<file path="src/rtl/mips_pkg.sv">
// -----------------------------------------------------------------------------
// mips_pkg
// Shared types and constants for the MIPS pipeline front end.
//   fetch_state_t    : fetch FSM states (IDLE, FETCH, WAIT, HOLD)
//   OPCODE_HI/LO     : bit range of the opcode field in an instruction word
//   INSTR_W          : instruction word width
//   RESET_PC_DEFAULT : first fetch address after reset
// -----------------------------------------------------------------------------
package mips_pkg;

   typedef enum logic [1:0] {
      IDLE  = 2'd0,
      FETCH = 2'd1,
      WAIT  = 2'd2,
      HOLD  = 2'd3
   } fetch_state_t;

   localparam int unsigned OPCODE_HI = 31;
   localparam int unsigned OPCODE_LO = 26;
   localparam int unsigned INSTR_W   = 32;

   localparam logic [31:0] RESET_PC_DEFAULT = 32'h0000_0000;

endpackage : mips_pkg

</file>
<file path="src/rtl/mips_fetch_stage_if.sv">
// -----------------------------------------------------------------------------
// mips_fetch_stage_if
// Instruction-memory handshake (req/gnt/rvalid, one request outstanding).
//   req    : fetch request, master -> slave
//   addr   : fetch address, master -> slave (sampled by the memory on req&gnt)
//   gnt    : request accepted this cycle, slave -> master
//   rvalid : read data valid, slave -> master
//   rdata  : instruction word, slave -> master
// Modports: master (fetch stage), slave (instruction memory).
// -----------------------------------------------------------------------------
interface mips_fetch_stage_if #(
   parameter int unsigned ADDR_W = 32,
   parameter int unsigned DATA_W = 32
) ();

   logic              req;
   logic [ADDR_W-1:0] addr;
   logic              gnt;
   logic              rvalid;
   logic [DATA_W-1:0] rdata;

   modport master (
      output req,
      output addr,
      input  gnt,
      input  rvalid,
      input  rdata
   );

   modport slave (
      input  req,
      input  addr,
      output gnt,
      output rvalid,
      output rdata
   );

endinterface : mips_fetch_stage_if

</file>
<file path="src/rtl/mips_fetch_stage_if_id_reg.sv">
// -----------------------------------------------------------------------------
// if_id_reg
// IF/ID pipeline register.
//   clk, rst        : clock, asynchronous active-low reset
//   load            : capture instr_in / pc_plus4_in and mark valid
//   stall           : hold all fields
//   flush           : invalidate (wins over stall and load)
//   instr_in        : instruction word to capture
//   pc_plus4_in     : PC+4 of that instruction
//   valid/instr/pc_plus4 : register contents
// Priority: flush > stall > load > bubble. A bubble clears only valid; the
// data fields keep their last value.
// -----------------------------------------------------------------------------
module if_id_reg #(
   parameter int unsigned ADDR_W = 32,
   parameter int unsigned DATA_W = 32
) (
   input  logic              clk,
   input  logic              rst,
   input  logic              load,
   input  logic              stall,
   input  logic              flush,
   input  logic [DATA_W-1:0] instr_in,
   input  logic [ADDR_W-1:0] pc_plus4_in,
   output logic              valid,
   output logic [DATA_W-1:0] instr,
   output logic [ADDR_W-1:0] pc_plus4
);

   logic              valid_q,    valid_d;
   logic [DATA_W-1:0] instr_q,    instr_d;
   logic [ADDR_W-1:0] pc_plus4_q, pc_plus4_d;

   // NOTE: every always_comb output gets a default first, so no path can
   // leave it unassigned and infer a latch.
   always_comb begin
      valid_d    = valid_q;
      instr_d    = instr_q;
      pc_plus4_d = pc_plus4_q;
      if (flush) begin
         valid_d = 1'b0;
      end else if (stall) begin
         valid_d = valid_q;
      end else if (load) begin
         valid_d    = 1'b1;
         instr_d    = instr_in;
         pc_plus4_d = pc_plus4_in;
      end else begin
         valid_d = 1'b0;
      end
   end

   // NOTE: state registers use non-blocking assignments so every flop samples
   // its pre-edge inputs regardless of process ordering.
   always_ff @(posedge clk or negedge rst) begin
      if (!rst) begin
         valid_q    <= 1'b0;
         instr_q    <= '0;
         pc_plus4_q <= '0;
      end else begin
         valid_q    <= valid_d;
         instr_q    <= instr_d;
         pc_plus4_q <= pc_plus4_d;
      end
   end

   assign valid    = valid_q;
   assign instr    = instr_q;
   assign pc_plus4 = pc_plus4_q;

endmodule : if_id_reg

</file>
<file path="src/rtl/mips_fetch_stage.sv">
// -----------------------------------------------------------------------------
// mips_fetch_stage
// Instruction fetch stage: PC, fetch FSM, hold buffer and the IF/ID register.
//   clk, rst       : clock, asynchronous active-low reset
//   stall          : decode cannot accept; IF/ID holds
//   redirect       : one-cycle pulse, refetch from redirect_pc and flush IF/ID
//   redirect_pc    : redirect target (bits [1:0] ignored, forced to 00)
//   imem           : instruction-memory handshake (master side)
//   if_id_valid    : IF/ID holds a valid instruction
//   if_id_instr    : IF/ID instruction
//   if_id_pc_plus4 : PC+4 of the IF/ID instruction
//   opcode         : if_id_instr[31:26] for the control unit
//   pc             : current fetch PC (also driven on imem.addr)
// -----------------------------------------------------------------------------
module mips_fetch_stage
   import mips_pkg::*;
#(
   parameter int unsigned       ADDR_W   = 32,
   parameter int unsigned       DATA_W   = INSTR_W,
   parameter logic [ADDR_W-1:0] RESET_PC = ADDR_W'(RESET_PC_DEFAULT)
) (
   input  logic                clk,
   input  logic                rst,
   input  logic                stall,
   input  logic                redirect,
   input  logic [ADDR_W-1:0]   redirect_pc,
   mips_fetch_stage_if.master  imem,
   output logic                if_id_valid,
   output logic [DATA_W-1:0]   if_id_instr,
   output logic [ADDR_W-1:0]   if_id_pc_plus4,
   output logic [5:0]          opcode,
   output logic [ADDR_W-1:0]   pc
);

   fetch_state_t      state_q, state_d;
   logic [ADDR_W-1:0] pc_q, pc_d;
   logic [ADDR_W-1:0] inflight_pc_q, inflight_pc_d;
   logic              discard_q, discard_d;
   logic [DATA_W-1:0] hold_q, hold_d;

   logic              load;
   logic [DATA_W-1:0] load_instr;
   logic [ADDR_W-1:0] redirect_tgt;

   // Word-align the target by masking rather than slicing, so every input bit
   // is consumed.
   assign redirect_tgt = redirect_pc & ~ADDR_W'(3);

   always_comb begin
      state_d       = state_q;
      pc_d          = pc_q;
      inflight_pc_d = inflight_pc_q;
      discard_d     = discard_q;
      hold_d        = hold_q;
      load          = 1'b0;
      load_instr    = imem.rdata;

      unique case (state_q)
         IDLE: begin
            state_d = FETCH;
         end
         FETCH: begin
            if (imem.gnt) begin
               inflight_pc_d = pc_q;
               pc_d          = pc_q + ADDR_W'(4);
               state_d       = WAIT;
               // A grant in the redirect cycle fetched the wrong path.
               if (redirect) discard_d = 1'b1;
            end
         end
         WAIT: begin
            if (imem.rvalid) begin
               if (discard_q || redirect) begin
                  discard_d = 1'b0;
                  state_d   = FETCH;
               end else if (!stall) begin
                  load    = 1'b1;
                  state_d = FETCH;
               end else begin
                  hold_d  = imem.rdata;
                  state_d = HOLD;
               end
            end else if (redirect) begin
               // The response still in flight belongs to the old path.
               discard_d = 1'b1;
            end
         end
         HOLD: begin
            if (redirect) begin
               state_d = FETCH;
            end else if (!stall) begin
               load       = 1'b1;
               load_instr = hold_q;
               state_d    = FETCH;
            end
         end
         default: begin
            state_d = IDLE;
         end
      endcase

      if (redirect) pc_d = redirect_tgt;
   end

   always_ff @(posedge clk or negedge rst) begin
      if (!rst) begin
         state_q       <= IDLE;
         pc_q          <= RESET_PC;
         inflight_pc_q <= '0;
         discard_q     <= 1'b0;
         hold_q        <= '0;
      end else begin
         state_q       <= state_d;
         pc_q          <= pc_d;
         inflight_pc_q <= inflight_pc_d;
         discard_q     <= discard_d;
         hold_q        <= hold_d;
      end
   end

   // inflight_pc is still valid in HOLD: no new request is issued there.
   if_id_reg #(
      .ADDR_W (ADDR_W),
      .DATA_W (DATA_W)
   ) u_if_id (
      .clk         (clk),
      .rst         (rst),
      .load        (load),
      .stall       (stall),
      .flush       (redirect),
      .instr_in    (load_instr),
      .pc_plus4_in (inflight_pc_q + ADDR_W'(4)),
      .valid       (if_id_valid),
      .instr       (if_id_instr),
      .pc_plus4    (if_id_pc_plus4)
   );

   assign imem.req  = (state_q == FETCH);
   assign imem.addr = pc_q;
   assign pc        = pc_q;
   assign opcode    = if_id_instr[OPCODE_HI:OPCODE_LO];

endmodule : mips_fetch_stage

</file>
<file path="src/flat_wrapper.sv">
// flat-port wrapper written by rule: the top's interface ports become plain ports
module mips_fetch_stage_flat import mips_pkg::*;
#(
   parameter int unsigned       ADDR_W   = 32,
   parameter int unsigned       DATA_W   = INSTR_W,
   parameter logic [ADDR_W-1:0] RESET_PC = ADDR_W'(RESET_PC_DEFAULT)
)
  (clk, rst, stall, redirect, redirect_pc, if_id_valid, if_id_instr, if_id_pc_plus4, opcode, pc, imem_req, imem_addr, imem_gnt, imem_rvalid, imem_rdata);
  mips_fetch_stage_if #(.ADDR_W(ADDR_W), .DATA_W(DATA_W)) imem_i ();
  input  logic clk;
  input  logic rst;
  input  logic stall;
  input  logic redirect;
  input  logic [ADDR_W-1:0] redirect_pc;
  output logic if_id_valid;
  output logic [DATA_W-1:0] if_id_instr;
  output logic [ADDR_W-1:0] if_id_pc_plus4;
  output logic [5:0] opcode;
  output logic [ADDR_W-1:0] pc;
  output wire logic [$bits(imem_i.req)-1:0] imem_req;
  output wire logic [$bits(imem_i.addr)-1:0] imem_addr;
  input wire logic [$bits(imem_i.gnt)-1:0] imem_gnt;
  input wire logic [$bits(imem_i.rvalid)-1:0] imem_rvalid;
  input wire logic [$bits(imem_i.rdata)-1:0] imem_rdata;
  assign imem_req = imem_i.req;
  assign imem_addr = imem_i.addr;
  assign imem_i.gnt = imem_gnt;
  assign imem_i.rvalid = imem_rvalid;
  assign imem_i.rdata = imem_rdata;
  mips_fetch_stage #(.ADDR_W(ADDR_W), .DATA_W(DATA_W), .RESET_PC(RESET_PC)) u_core (.clk(clk), .rst(rst), .stall(stall), .redirect(redirect), .redirect_pc(redirect_pc), .imem(imem_i), .if_id_valid(if_id_valid), .if_id_instr(if_id_instr), .if_id_pc_plus4(if_id_pc_plus4), .opcode(opcode), .pc(pc));
endmodule
</file>
<file path="config.mk">
export PLATFORM = sky130hd
export DESIGN_NAME = mips_fetch_stage_flat
export DESIGN_NICKNAME = d
export VERILOG_FILES = /design/src/rtl/mips_pkg.sv /design/src/rtl/mips_fetch_stage_if.sv /design/src/rtl/mips_fetch_stage_if_id_reg.sv /design/src/rtl/mips_fetch_stage.sv /design/src/flat_wrapper.sv
export SDC_FILE = /design/constraint.sdc
export NUM_CORES = 1
export LEC_CHECK = 0
export CORE_MARGIN = 4
export CORE_UTILIZATION = 50
export CTS_BUF_LIST = sky130_fd_sc_hd__clkbuf_8
export CTS_CLUSTER_DIAMETER = 120
export DETAILED_ROUTE_END_ITERATION = 8
export HOLD_SLACK_MARGIN = 0.1
export PLACE_DENSITY = 0.83
export RECOVER_POWER = 100
export SLEW_MARGIN = 20
export SYNTH_ARGS = -nofsm -noshare
export SYNTH_HDL_FRONTEND = slang
export SYNTH_SLANG_ARGS = --single-unit
</file>
<file path="constraint.sdc">
create_clock -name clk -period 2.5 [get_ports clk]
set_input_delay 0.5 -clock clk [delete_from_list [all_inputs] [get_ports clk]]
set_output_delay 0.5 -clock clk [all_outputs]
set_load 0.01 [all_outputs]
</file>
==> results_dict.tcl <==
set metrics [dict create \
    outcome "finished clean" \
    die_x_um 131 \
    cts_root_buf "clkbuf_8" \
    vias 5510 \
    leakagePower_nw 4.37 \
    rsz0062_at_grt "no" \
    syn-cell-area_mm2 0.00756 \
    crit_path_end_kind "output pin" \
    grt_max_degree 59 \
    synthToLayoutAreaGrowth_pct 29.9 \
    finalPower_mw 9.57 \
    via_per_inst 5.17 \
    synthDistinctLibCells 36 \
    ys_seq_area_share_pct 52.3 \
    first_global_vias 5418 \
    n_fill_cell 1125 \
    drc 0 \
    timing.fmax_mhz 421 \
    worstPathRequired_ns 2.00 \
    yosysTopAreaCellShare_pct 52.3 \
    dpl.cell_count 1032 \
    relSlewSlack_pct 23.3 \
    reg2reg_from "u_core.state_q[1]" \
    cp_max_fo 6 \
    cts_max_level 4 \
    fin_ws_ns 0.127 \
    fin_crit_sh_pct 94.9 \
    cts_resized 0 \
    start_util_pct 51.6 \
    dp_hpwl_um 12100 \
    hold_violations 0 \
    setup_tns_ns 0 \
    worstSkewPairLatency_ns 0.45 \
    syn_inst 706 \
    worstMarginPinSlew_ns 1.15 \
    instances_no_fill 1065 \
    worstSetupStartpointType "register" \
    synth_ff_type "dfrtp_1" \
    max-vdd-ir-drop_mv 0.459 \
    grt_pass1_wl_um 26700 \
    drt-pass1-iter-count 4 \
    fin_util_pct 67.0 \
    core_mm2 0.0146 \
    cts_buffers 17 \
    path_class "reg -> out" \
    ys_ff_latch 158 \
    min_from "redirect" \
    clockBufferDepth 2 \
    io_pins 206 \
    io_buffers 197 \
    cts_tree "built" \
    finalSetupViolations 0 \
    drive_gt1_share_pct 13.5 \
    yosys_warnings 0 \
    place_ws_ns 0.136 \
    regToRegEndpoint "u_core.imem.addr[20]" \
    synth_edf_count 0 \
    postLayoutCellArea_mm2 0.00982 \
    multi_input_area_mm2 0.00313 \
    dieArea_mm2 0.0171 \
    hold_end "u_core.u_if_id.valid" \
    place.gp.congestion 0.795 \
    antenna_found_initial 0 \
    cts.clk_slew.worst_paths_ns 0.08 \
    antennaDiodeCount 0 \
    nets 944 \
    hold_depth 4 \
    fin_skew_ns 0.0129 \
    drv_slew 0 \
    register_area_mm2 0.00395 \
    arrival_ns 1.87 \
    synth_commonest_cells "dfrtp_1 (158), nand2_1 (110), o21ai_0 (93), mux2_2 (62), buf_4 (43)" \
    avgSynthCellArea_um2 10.7 \
    wl_um 16700 \
    grt_overflow 0 \
    hp-class "in -> reg" \
    drtIter0Drc 298 \
    clkSinkCount 158 \
    async_flop_share_pct 100 \
    whs_ns 0.402 \
    drv_cap 0 \
    ff2ff_path_depth 8 \
    dpl_cell_area_mm2 0.00952 \
    row_count 44 \
    post_drt_wl_per_cell_um 15.7 \
    r2r_slack_ns 0.21 \
    die_h_um 131 \
    finalWorstPathRequiredPeriod_ns 2.37 \
    yosys.area.top_type "dfrtp_1" \
    synth_most_common_cell "dfrtp_1" \
    synthTopCellsByArea "dfrtp_1 (52%), mux2_2 (9.2%), o21ai_0 (6.2%)" \
    ant_nets 0 \
    grt_usage_pct 19.9 \
    powerDensity_mw_per_mm2 974 \
]
-- state kept, by name (all words and copies together) (netlist names) --
name / flops
u_core.inflight_pc_q: 30
u_core.discard_q: 1
u_core.imem.addr: 30
u_core.state_q: 2
u_core.u_if_id.valid: 1
u_core.u_if_id.instr: 32
u_core.hold_q: 32
u_core.u_if_id.pc_plus4: 30
-- area by class of cell --
| cell class | instances | area share, % |
|---|---|---|
| Inverter | 12 | 0.459 |
| Clock inverter | 13 | 1.17 |
| Tap cell | 184 | 2.34 |
| Multi-Input combinational cell | 465 | 31.9 |
| Clock buffer | 19 | 2.66 |
| Timing Repair Buffer | 214 | 21.2 |
| Sequential cell | 158 | 40.3 |
-- critical path, stage by stage (launching register included) --
cell,delay [ns]
dfrtp_1,0.42
inv_1,0.09
ha_1,0.30
clkdlybuf4s50_1,0.61
-- cells in the final DEF, fill, tap and decap left out, drive strengths merged, types with 2 or more instances in the layout --
| cell type | n |
|---|---|
| and2 | 5 |
| a31oi | 3 |
| nor3 | 10 |
| mux2 | 62 |
| and4 | 3 |
| xor2 | 30 |
| xnor2 | 25 |
| o31ai | 2 |
| clkdlybuf4s50 | 65 |
| clkinvlp | 3 |
| clkbuf | 31 |
| a21oi | 2 |
| nor2 | 9 |
| and3 | 13 |
| nor2b | 3 |
| o21ai | 93 |
| buf | 6 |
| dlygate4sd3 | 131 |
| mux2i | 33 |
| nand2 | 110 |
| conb | 6 |
| dfrtp | 158 |
| nand4 | 21 |
| nor4 | 3 |
| clkinv | 6 |
| nand3 | 19 |
| nor3b | 3 |
| inv | 15 |
| ha | 6 |
-- where the power goes --
part / internal [mW] / switching (mW)
clock: 0.840 / 0.942
combinational: 1.89 / 1.53
sequential: 3.61 / 0.761
-- timing repair --
action / in CTS / in global routing
hold buffers: 1 / 0
endpoints found under the setup margin: 0 / 0
endpoints found under the hold margin: 42 / 0
setup buffers: 0 / 0
-- per-layer routing --
| metal | part of all wire [%] | track usage (%) | vias up |
|---|---|---|---|
| li1 | - | - | 2718 |
| met1 | 43 | 25.6 | 2630 |
| met2 | 50 | 33.3 | 151 |
| met3 | 5.7 | 5.33 | 11 |
| met4 | 0.83 | 5.38 | 0 |
| met5 | 0 | 0 | - |
-- worst max-delay path by stage --
stage,start,to,slack [ns],cells past startpoint
4_1_cts,u_core.state_q[1],imem_req,0.11,3
3_3_place_gp,imem_gnt,u_core.imem.addr[31],0.15,6
3_5_place_dp,imem_gnt,u_core.imem.addr[31],0.14,6
6_report,u_core.state_q[1],imem_req,0.13,3
5_1_grt,u_core.state_q[1],imem_req,0.008,3
2_1_floorplan,u_core.state_q[1],u_core.inflight_pc_q[16],0.56,7
-- cell families (layout without fill, tap and decap cells) --
group / count (synthesis) / count (layout) / share of synthesized area, %
other: 1 / 6 / 0.0496
adder cells (fa/ha/maj): 6 / 6 / 0.994
buffers and inverters: 88 / 258 / 6.57
flip-flops: 158 / 158 / 52.3
multiplexers: 95 / 95 / 13.6
AND/OR/NAND/NOR: 201 / 201 / 13.1
XOR/XNOR: 55 / 55 / 6.38
AO/OA/AOI/OAI: 102 / 102 / 6.97
No activity file was read; power rests on OpenSTA's default activity.
